`config.mk`:
```
export PLATFORM = sky130hd
export DESIGN_NAME = id_stage_fwd
export DESIGN_NICKNAME = d
export VERILOG_FILES = /design/src/rtl/id_stage_fwd_pkg.sv /design/src/rtl/id_stage_fwd_fwd_sel.sv /design/src/rtl/id_stage_fwd.sv
export SDC_FILE = /design/constraint.sdc
export NUM_CORES = 1
export LEC_CHECK = 0
export ABC_CLOCK_PERIOD_IN_PS = 3800
export BUFFER_PORTS_ARGS = -buffer_cell sky130_fd_sc_hd__buf_4
export CORE_AREA = 2 2 159 161
export CTS_CLUSTER_DIAMETER = 40
export DETAILED_ROUTE_END_ITERATION = 8
export DIE_AREA = 0 0 161 163
export SYNTH_ARGS = -nofsm -noshare
export SYNTH_HDL_FRONTEND = slang
export SYNTH_SLANG_ARGS = --single-unit
```
`constraint.sdc`:
```
create_clock -name clk -period 3.8 [get_ports clk]
set_input_delay 1.14 -clock clk [delete_from_list [all_inputs] [get_ports clk]]
set_output_delay 1.14 -clock clk [all_outputs]
set_load 0.01 [all_outputs]
```
`src/rtl/id_stage_fwd_pkg.sv`:
```
// Shared constants for the decode-stage front end.
// Stall-bus bit positions, NOP word, instruction field positions and
// packed-bus slicing helper for the per-source forwarding buses.
package id_stage_fwd_pkg;

  // Positions of the ID and EX bits on the pipeline stall bus
  localparam int STALL_ID_BIT = 1;
  localparam int STALL_EX_BIT = 2;

  // Canonical bubble instruction (sll $0,$0,0)
  localparam logic [31:0] NOP_INST = 32'h0;

  // Register-file address width and MIPS rs/rt field positions
  localparam int RF_AW_DEF = 5;
  localparam int RS_LSB    = 21;
  localparam int RT_LSB    = 16;

  // Low bit of source idx within a packed bus of w-bit lanes
  function automatic int slice_lo(input int idx, input int w);
    return idx * w;
  endfunction

endpackage

```
`src/rtl/id_stage_fwd_fwd_sel.sv`:
```
// Priority forwarding mux for one operand: youngest matching source wins.
// Register $0 always reads as zero regardless of any source writing it.
// Also flags a load in the load-use window that targets this operand.
module id_fwd_sel
  import id_stage_fwd_pkg::*;
#(
  parameter int DATA_W    = 32,
  parameter int RF_AW     = RF_AW_DEF,
  parameter int NUM_FWD   = 3,
  parameter int LU_STAGES = 1
) (
  input  logic [RF_AW-1:0]          raddr,
  input  logic                      uses,
  input  logic [DATA_W-1:0]         rf_rdata,
  input  logic [NUM_FWD-1:0]        fwd_we,
  input  logic [NUM_FWD-1:0]        fwd_is_load,
  input  logic [NUM_FWD*RF_AW-1:0]  fwd_waddr,
  input  logic [NUM_FWD*DATA_W-1:0] fwd_wdata,
  output logic [DATA_W-1:0]         rdata,
  output logic                      load_hit
);

  // Scan oldest to youngest so the lowest matching index is written last
  always_comb begin
    rdata = rf_rdata;
    for (int i = NUM_FWD - 1; i >= 0; i--) begin
      if (fwd_we[i] && (fwd_waddr[slice_lo(i, RF_AW) +: RF_AW] == raddr)) begin
        rdata = fwd_wdata[slice_lo(i, DATA_W) +: DATA_W];
      end
    end
    if (raddr == '0) begin
      rdata = '0;
    end
  end

  // A load still inside the load-use window cannot supply its data in time
  always_comb begin
    load_hit = 1'b0;
    for (int i = 0; i < LU_STAGES; i++) begin
      if (uses && (raddr != '0) && fwd_we[i] && fwd_is_load[i] &&
          (fwd_waddr[slice_lo(i, RF_AW) +: RF_AW] == raddr)) begin
        load_hit = 1'b1;
      end
    end
  end

endmodule

```
`src/rtl/id_stage_fwd.sv`:
```
// Decode-stage front end: IF->ID register, SRAM hold buffer, forwarding,
// load-use detection and a saturating stall counter.
// Flush beats stall; a stall with EX moving inserts a bubble into ID.
module id_stage_fwd
  import id_stage_fwd_pkg::*;
#(
  parameter int DATA_W    = 32,
  parameter int PC_W      = 32,
  parameter int RF_AW     = RF_AW_DEF,
  parameter int NUM_FWD   = 3,
  parameter int LU_STAGES = 1,
  parameter int CNT_W     = 16
) (
  input  logic                      clk,
  input  logic                      rst,
  input  logic                      stall_id,
  input  logic                      stall_ex,
  input  logic                      flush,
  input  logic                      if_valid,
  input  logic [PC_W-1:0]           if_pc,
  input  logic [DATA_W-1:0]         inst_sram_rdata,
  input  logic                      uses_rs,
  input  logic                      uses_rt,
  input  logic [DATA_W-1:0]         rf_rdata1,
  input  logic [DATA_W-1:0]         rf_rdata2,
  input  logic [NUM_FWD-1:0]        fwd_we,
  input  logic [NUM_FWD-1:0]        fwd_is_load,
  input  logic [NUM_FWD*RF_AW-1:0]  fwd_waddr,
  input  logic [NUM_FWD*DATA_W-1:0] fwd_wdata,
  output logic                      id_valid,
  output logic [PC_W-1:0]           id_pc,
  output logic [DATA_W-1:0]         id_inst,
  output logic [RF_AW-1:0]          rf_raddr1,
  output logic [RF_AW-1:0]          rf_raddr2,
  output logic [DATA_W-1:0]         id_rs_data,
  output logic [DATA_W-1:0]         id_rt_data,
  output logic                      stallreq_id,
  output logic [CNT_W-1:0]          stall_cnt
);

  logic              valid_q;
  logic [PC_W-1:0]   pc_q;
  logic              hold_vld;
  logic [DATA_W-1:0] inst_hold;
  logic              rs_load_hit;
  logic              rt_load_hit;

  // IF->ID register with hold buffer; the SRAM word is only on the bus for
  // one cycle after the fetch, so the first stalled edge snapshots it
  always_ff @(posedge clk) begin
    if (rst) begin
      valid_q   <= 1'b0;
      pc_q      <= '0;
      hold_vld  <= 1'b0;
      inst_hold <= '0;
    end else if (flush) begin
      valid_q  <= 1'b0;
      hold_vld <= 1'b0;
    end else if (stall_id && !stall_ex) begin
      valid_q  <= 1'b0;
      hold_vld <= 1'b0;
    end else if (stall_id) begin
      if (!hold_vld && valid_q) begin
        inst_hold <= inst_sram_rdata;
        hold_vld  <= 1'b1;
      end
    end else begin
      valid_q  <= if_valid;
      pc_q     <= if_pc;
      hold_vld <= 1'b0;
    end
  end

  // Present the held word during multi-cycle stalls, NOP when empty
  always_comb begin
    id_inst = DATA_W'(NOP_INST);
    if (valid_q) begin
      id_inst = hold_vld ? inst_hold : inst_sram_rdata;
    end
  end

  assign id_valid  = valid_q;
  assign id_pc     = pc_q;
  assign rf_raddr1 = id_inst[RS_LSB +: RF_AW];
  assign rf_raddr2 = id_inst[RT_LSB +: RF_AW];

  id_fwd_sel #(
    .DATA_W    (DATA_W),
    .RF_AW     (RF_AW),
    .NUM_FWD   (NUM_FWD),
    .LU_STAGES (LU_STAGES)
  ) u_fwd_rs (
    .raddr       (rf_raddr1),
    .uses        (uses_rs),
    .rf_rdata    (rf_rdata1),
    .fwd_we      (fwd_we),
    .fwd_is_load (fwd_is_load),
    .fwd_waddr   (fwd_waddr),
    .fwd_wdata   (fwd_wdata),
    .rdata       (id_rs_data),
    .load_hit    (rs_load_hit)
  );

  id_fwd_sel #(
    .DATA_W    (DATA_W),
    .RF_AW     (RF_AW),
    .NUM_FWD   (NUM_FWD),
    .LU_STAGES (LU_STAGES)
  ) u_fwd_rt (
    .raddr       (rf_raddr2),
    .uses        (uses_rt),
    .rf_rdata    (rf_rdata2),
    .fwd_we      (fwd_we),
    .fwd_is_load (fwd_is_load),
    .fwd_waddr   (fwd_waddr),
    .fwd_wdata   (fwd_wdata),
    .rdata       (id_rt_data),
    .load_hit    (rt_load_hit)
  );

  assign stallreq_id = valid_q && (rs_load_hit || rt_load_hit);

  // Saturating count of load-use stall cycles; only reset clears it
  always_ff @(posedge clk) begin
    if (rst) begin
      stall_cnt <= '0;
    end else if (stallreq_id && (stall_cnt != {CNT_W{1'b1}})) begin
      stall_cnt <= stall_cnt + 1'b1;
    end
  end

endmodule

```
Word level (Yosys, flattened, before mapping)
Index checks and enable logic that the tools add are counted.

Add/sub/neg operators: 1. Multiply operators: 0. Div/mod/pow operators: 0. $lt $le $gt $ge: 0. Equal/unequal tests: 7. Shift operators: 0. Multiplexer cells: 12. Bitwise gates (word level): 3. Reduce and logical (&&, ||, !) cells: 29.

Operator list (number): 32-bit two-way mux (10); 5-bit equality test (6); 1-bit logical AND (18); 16-bit by 1-bit adder with 16-bit output (second input constant) (1); 16-bit inequality test (second input constant) (1); 5-bit zero test (2); 5-bit nonzero test (2); 4-bit AND reduction (1); 4-bit OR reduction (1); 1-bit NOT (3); 3-bit AND reduction (1); 3-bit OR reduction (1); 1-bit zero test (2); 1-bit two-way mux (2); 1-bit logical OR (1).

Bits in registers: 82. Latch bits: 0. RAM bits: 0. Bits in read-only memories: 0. Bits of input ports: 253. Output and inout port bits: 156. Word-level logic and storage cells: 57. Memories kept: 0.

Logic depth before layout (Yosys ltp)
Depth in word-level cells: 11. Gate-level depth with buffers: 13. Mapped depth without buffers: 8.

Cells and area by module
Synthesis repeated with hierarchy kept, for this count alone.

Cell total of the unflattened synthesis: 816. Area, all modules: 6605.1 µm².

By module, submodules not included: id_stage_fwd (times used 1, cells each 470, area each 3719.8 µm², seq. area each 1641.6 µm²); id_fwd_sel (times used 2, cells each 173, area each 1442.6 µm², seq. area each 0.0 µm²).

Least setup slack after synthesis
No wires, ideal clock.

Path type: input to output. Start: in inst_sram_rdata[18]. End: out id_rt_data[30]. Data arrival time: 2.881 ns. Data required time: 2.660 ns. Setup slack: -0.221 ns. Cell stages on the path: 8. Path buffers: 1. Path through: mux2i_1 -> nor2_1 -> xor2_1 -> or4_4 -> nor3_4 -> buf_2 -> nand2_1 -> o211ai_1.

Longest elaborated chain between the ends: 8. Elaborated cells on any way between the ends: 13. Classes of those cells: eq/ne: 3; mux: 6; reduce/logical: 4.

Ends and longest elaborated chain: from (decl) (line id_stage_fwd.sv:21) `input logic [DATA_W-1:0] inst_sram_rdata,`; 32-bit two-way mux (*) (line id_stage_fwd.sv:78) `id_inst = hold_vld ? inst_hold : inst_sram_rdata;`; 32-bit two-way mux (*) (line id_stage_fwd.sv:77) `if (valid_q) begin`; net id_inst[18] (line id_stage_fwd.sv:32) `output logic [DATA_W-1:0] id_inst,`; 5-bit equality test (line id_stage_fwd_fwd_sel.sv:27) `if (fwd_we[i] && (fwd_waddr[slice_lo(i, RF_AW) +: RF_AW] == raddr)) begin`; 1-bit logical AND (line id_stage_fwd_fwd_sel.sv:27); 32-bit two-way mux (3 in a row) (line id_stage_fwd_fwd_sel.sv:27); 32-bit two-way mux (*) (line id_stage_fwd_fwd_sel.sv:31) `if (raddr == '0) begin`; to (decl) (line id_stage_fwd.sv:36) `output logic [DATA_W-1:0] id_rt_data,`.

The timed path passes the listed nets; every way through them passes the cells marked *.

Final worst setup path
Start: in inst_sram_rdata[20]. End: out id_rt_data[25].

Longest elaborated chain between the ends: 8. Elaborated cells on any way between the ends: 13. Classes of those cells: eq/ne: 3; mux: 6; reduce/logical: 4.

Ends and longest elaborated chain (line): 32-bit two-way mux (*) (id_stage_fwd.sv:78); 32-bit two-way mux (*) (id_stage_fwd.sv:77); 5-bit equality test (id_stage_fwd_fwd_sel.sv:27); 1-bit logical AND (id_stage_fwd_fwd_sel.sv:27); 32-bit two-way mux (3 in a row) (id_stage_fwd_fwd_sel.sv:27); 32-bit two-way mux (*) (id_stage_fwd_fwd_sel.sv:31).

Every way passes the cells marked *; elsewhere a longest branch is shown, timed or not.

==> run summary <==
Status -> complete, but fails checks
Failing checks -> setup timing
Largest net degree at the start of global routing -> 50
Final GP Congestion -> 0.905
Synth-to-Final Area Change -> 89.0%
Grt ovf -> 0
Pre-antenna DRT Iters -> 5
Leak -> 4.66 nW
Worst r2r dst -> stall_cnt[13]$_SDFFE_PP0P_
Syn_nets -> 1061
RSZ-0062 raised after global routing -> true
Placed Cells -> 1537
Worst path cell trace -> buf_8 -> mux2i_4 -> buf_6 -> nor2_4 -> xor2_2 -> nor4_2 -> and3_4 -> buf_12 -> mux2i_1 -> o211ai_1 -> buf_4
# DRC -> 0
Fin crit period -> 4.29 ns
Final wirelength -> 29800 um
Most common cell after layout, fill and taps aside -> buf_4
Worst reg2reg path startpoint -> hold_vld$_SDFFE_PP0P_
Antenna Violating Nets Remaining -> 0
Register area -> 1640 um^2
Fin nets -> 1499
Worst-skew pair later-pin latency -> 0.33 ns
Layout cell share with drive strength beyond 1 -> 53.0%
Power Dens Cells -> 211 nW/um^2
CTS tree -> built
HP Class -> reg2reg
Initial Utilization -> 24.5%
Max_slew headroom -> 23.1%
Commonest non-fill, non-tap cells in the layout -> buf_4, nand2_1, dfxtp_1, a21oi_1, mux2i_1
Placeable Area -> 24700 um^2
Top-area cell type share of the netlist area -> 27.2%
Max incr delay on CP -> 0.35 ns
Global-route wire length before repair -> 44000 um
Asr flop ratio synth -> 0%
Worst clock skew -> 0.0109 ns
Die Wd -> 161 um
CP max stage cell -> and3_4
Mapped cell area -> 6040 um^2
Yosys reg bits -> 82
Startpoint types -> input pin
Crit path arrival time -> 3.15 ns
Fin crit share -> 113%
Finished Layout Cells -> 1583
FILL cells -> 2448
Number of global-route vias before repair -> 7645
Final HPWL DP -> 22300 um
Via Count -> 7872
Multi-input gate area -> 4730 um^2
Final setup vio count -> 65
Reg2Reg Depth -> 13
Setup CP Type -> in2out
Crit path capture -> id_rt_data[25]
Syn. warnings -> 0
Num CTS Buffers -> 9
Slew at the pin with the worst max-slew slack -> 1.15 ns
Post-synth top flop -> dfxtp_1
Max Cap Viol -> 0
Final Slew Violations -> 0
Ranking of synthesized cells by area -> dfxtp_1, mux2i_1, nand2_1
Final instance area -> 11400 um^2
Die area -> 26200 um^2
Worst-path clk slew -> 0.06 ns
Initial antenna violation count -> 4
Hold Vio Cnt, Final -> 0
FP Rows -> 58
CP required -> 2.66 ns
Sequential share of the synthesized area -> 27.2%
I/O pin count -> 409
Area after DPL -> 9990 um^2
Reg2Reg Setup Slack -> 0.71 ns
Max VDD drop -> 199 uV
IO Port Bufs -> 406
Clock sinks -> 82
Avg Cell Area, Syn -> 7.48 um^2
Post-synth top area cell -> dfxtp_1
Via/cell ratio -> 4.97
CTS Buffer Depth -> 2
Crit end category -> primary output
Post-Syn Instances -> 807
H-Tree Depth -> 3
Setup ws final -> -0.491 ns
DR WL/cell -> 18.8 um
Root Buffer -> clkbuf_16
EDFF count, synth -> 0
Critical path launch point -> inst_sram_rdata[20]
Fmax -> 0.233 GHz
Die height -> 163 um
Yosys cell types -> 62
GR Util All Layers -> 21.3%
CP Max Fanout -> 6
DRT iter0 DRCs -> 431
[cell usage after synthesis, drive strengths merged, types with 3 or more instances]
cell type  count
o21ai         45
a31oi          3
nand3b         4
or3            6
nor3          11
xor2          11
nor2          43
a21oi         70
mux2          10
inv            6
and3          11
and2           4
nor2b          9
or4            5
o211ai        30
nand3         36
buf           39
nand2        171
mux2i         93
xnor2         10
clkbuf        38
a22oi         32
nor4           8
nand4          4
dfxtp         82
a32oi          3
[registers in the layout, indices dropped and copies added (netlist names)]
signal / flops
id_pc: 32
inst_hold: 32
stall_cnt: 16
hold_vld: 1
id_valid: 1
[timing repair]
action                     CTS  global route
pin swaps                   48            32
gates cloned                 9             2
resized for setup          125            48
setup endpoints to repair   65            65
buffers inserted            19             2
hold buffers                 0             0
[worst max-delay path: cells and delay by family]
kind,cells,cell delay [ns]
AOI/OAI and AO/OA,1,0.29
muxes,2,0.30
buffers and inverters,4,0.60
and+or+nand+nor,3,0.64
xor gates and xnor gates,1,0.17
[per-stage QoR]
| step | TNS [ns] | hold WS [ns] | utilization (%) | setup WS, ns | power (mW) |
|---|---|---|---|---|---|
| floorplan | -0.390 | 0.433 | - | -0.0156 | 1.14 |
| global placement | -27.69 | 0.440 | 40.5 | -0.521 | 1.52 |
| detailed placement | -28.39 | 0.443 | 40.5 | -0.551 | 1.53 |
| CTS | -23.58 | 0.455 | 45.3 | -0.430 | 2.42 |
| global route | -28.88 | 0.473 | 46.3 | -0.549 | 2.52 |
| finish | -23.48 | 0.453 | 46.3 | -0.491 | 2.41 |
[metal layers]
metal  global-route usage, %  vias to the layer above  wire (um)
met4                    8.28                        2        905
li1                        -                     3765          -
met5                       0                        -         13
met1                    25.1                     3709      11400
met2                    37.2                      344      15000
met3                    5.60                       52       2430
[worst min-delay path by stage]
stage,slack [ns],to,cells past startpoint,startpoint
floorplan,0.43,inst_hold[25]$_SDFFE_PP0P_,2,inst_hold[25]$_SDFFE_PP0P_
global placement,0.44,inst_hold[25]$_SDFFE_PP0P_,2,inst_hold[25]$_SDFFE_PP0P_
detailed placement,0.44,inst_hold[25]$_SDFFE_PP0P_,2,inst_hold[25]$_SDFFE_PP0P_
CTS,0.46,inst_hold[25]$_SDFFE_PP0P_,2,inst_hold[25]$_SDFFE_PP0P_
global route,0.47,id_pc[19]$_SDFFE_PP0P_,2,id_pc[19]$_SDFFE_PP0P_
finish,0.45,id_pc[28]$_SDFFE_PP0P_,2,id_pc[28]$_SDFFE_PP0P_
[cells by family after synthesis]
logic type / Yosys count / share of synthesized area, %
and+or+nand+nor: 323 / 25.0
AOI/OAI and AO/OA: 194 / 19.9
muxes: 103 / 17.7
buffers and inverters: 83 / 6.98
DFF: 82 / 27.2
xor gates and xnor gates: 21 / 3.05
adders and majority gates: 1 / 0.207
[layout make-up]
type,count,share of cell area (%)
inverter,6,0.197
tap,330,3.62
clock buffer,10,2.01
timing repair buffer,504,37.9
multi-input combinational,642,41.4
antenna,3,0.0658
clock inverter,6,0.427
sequential,82,14.4
[where the power goes]
group / leakage (nW) / switching (mW) / internal [mW]
Clock: 0.126 / 0.377 / 0.449
Combinational: 3.87 / 0.317 / 0.383
Sequential: 0.665 / 0.00889 / 0.876
Total: 4.66 / 0.703 / 1.71
Note: power is estimated with default switching activity, not from simulation.
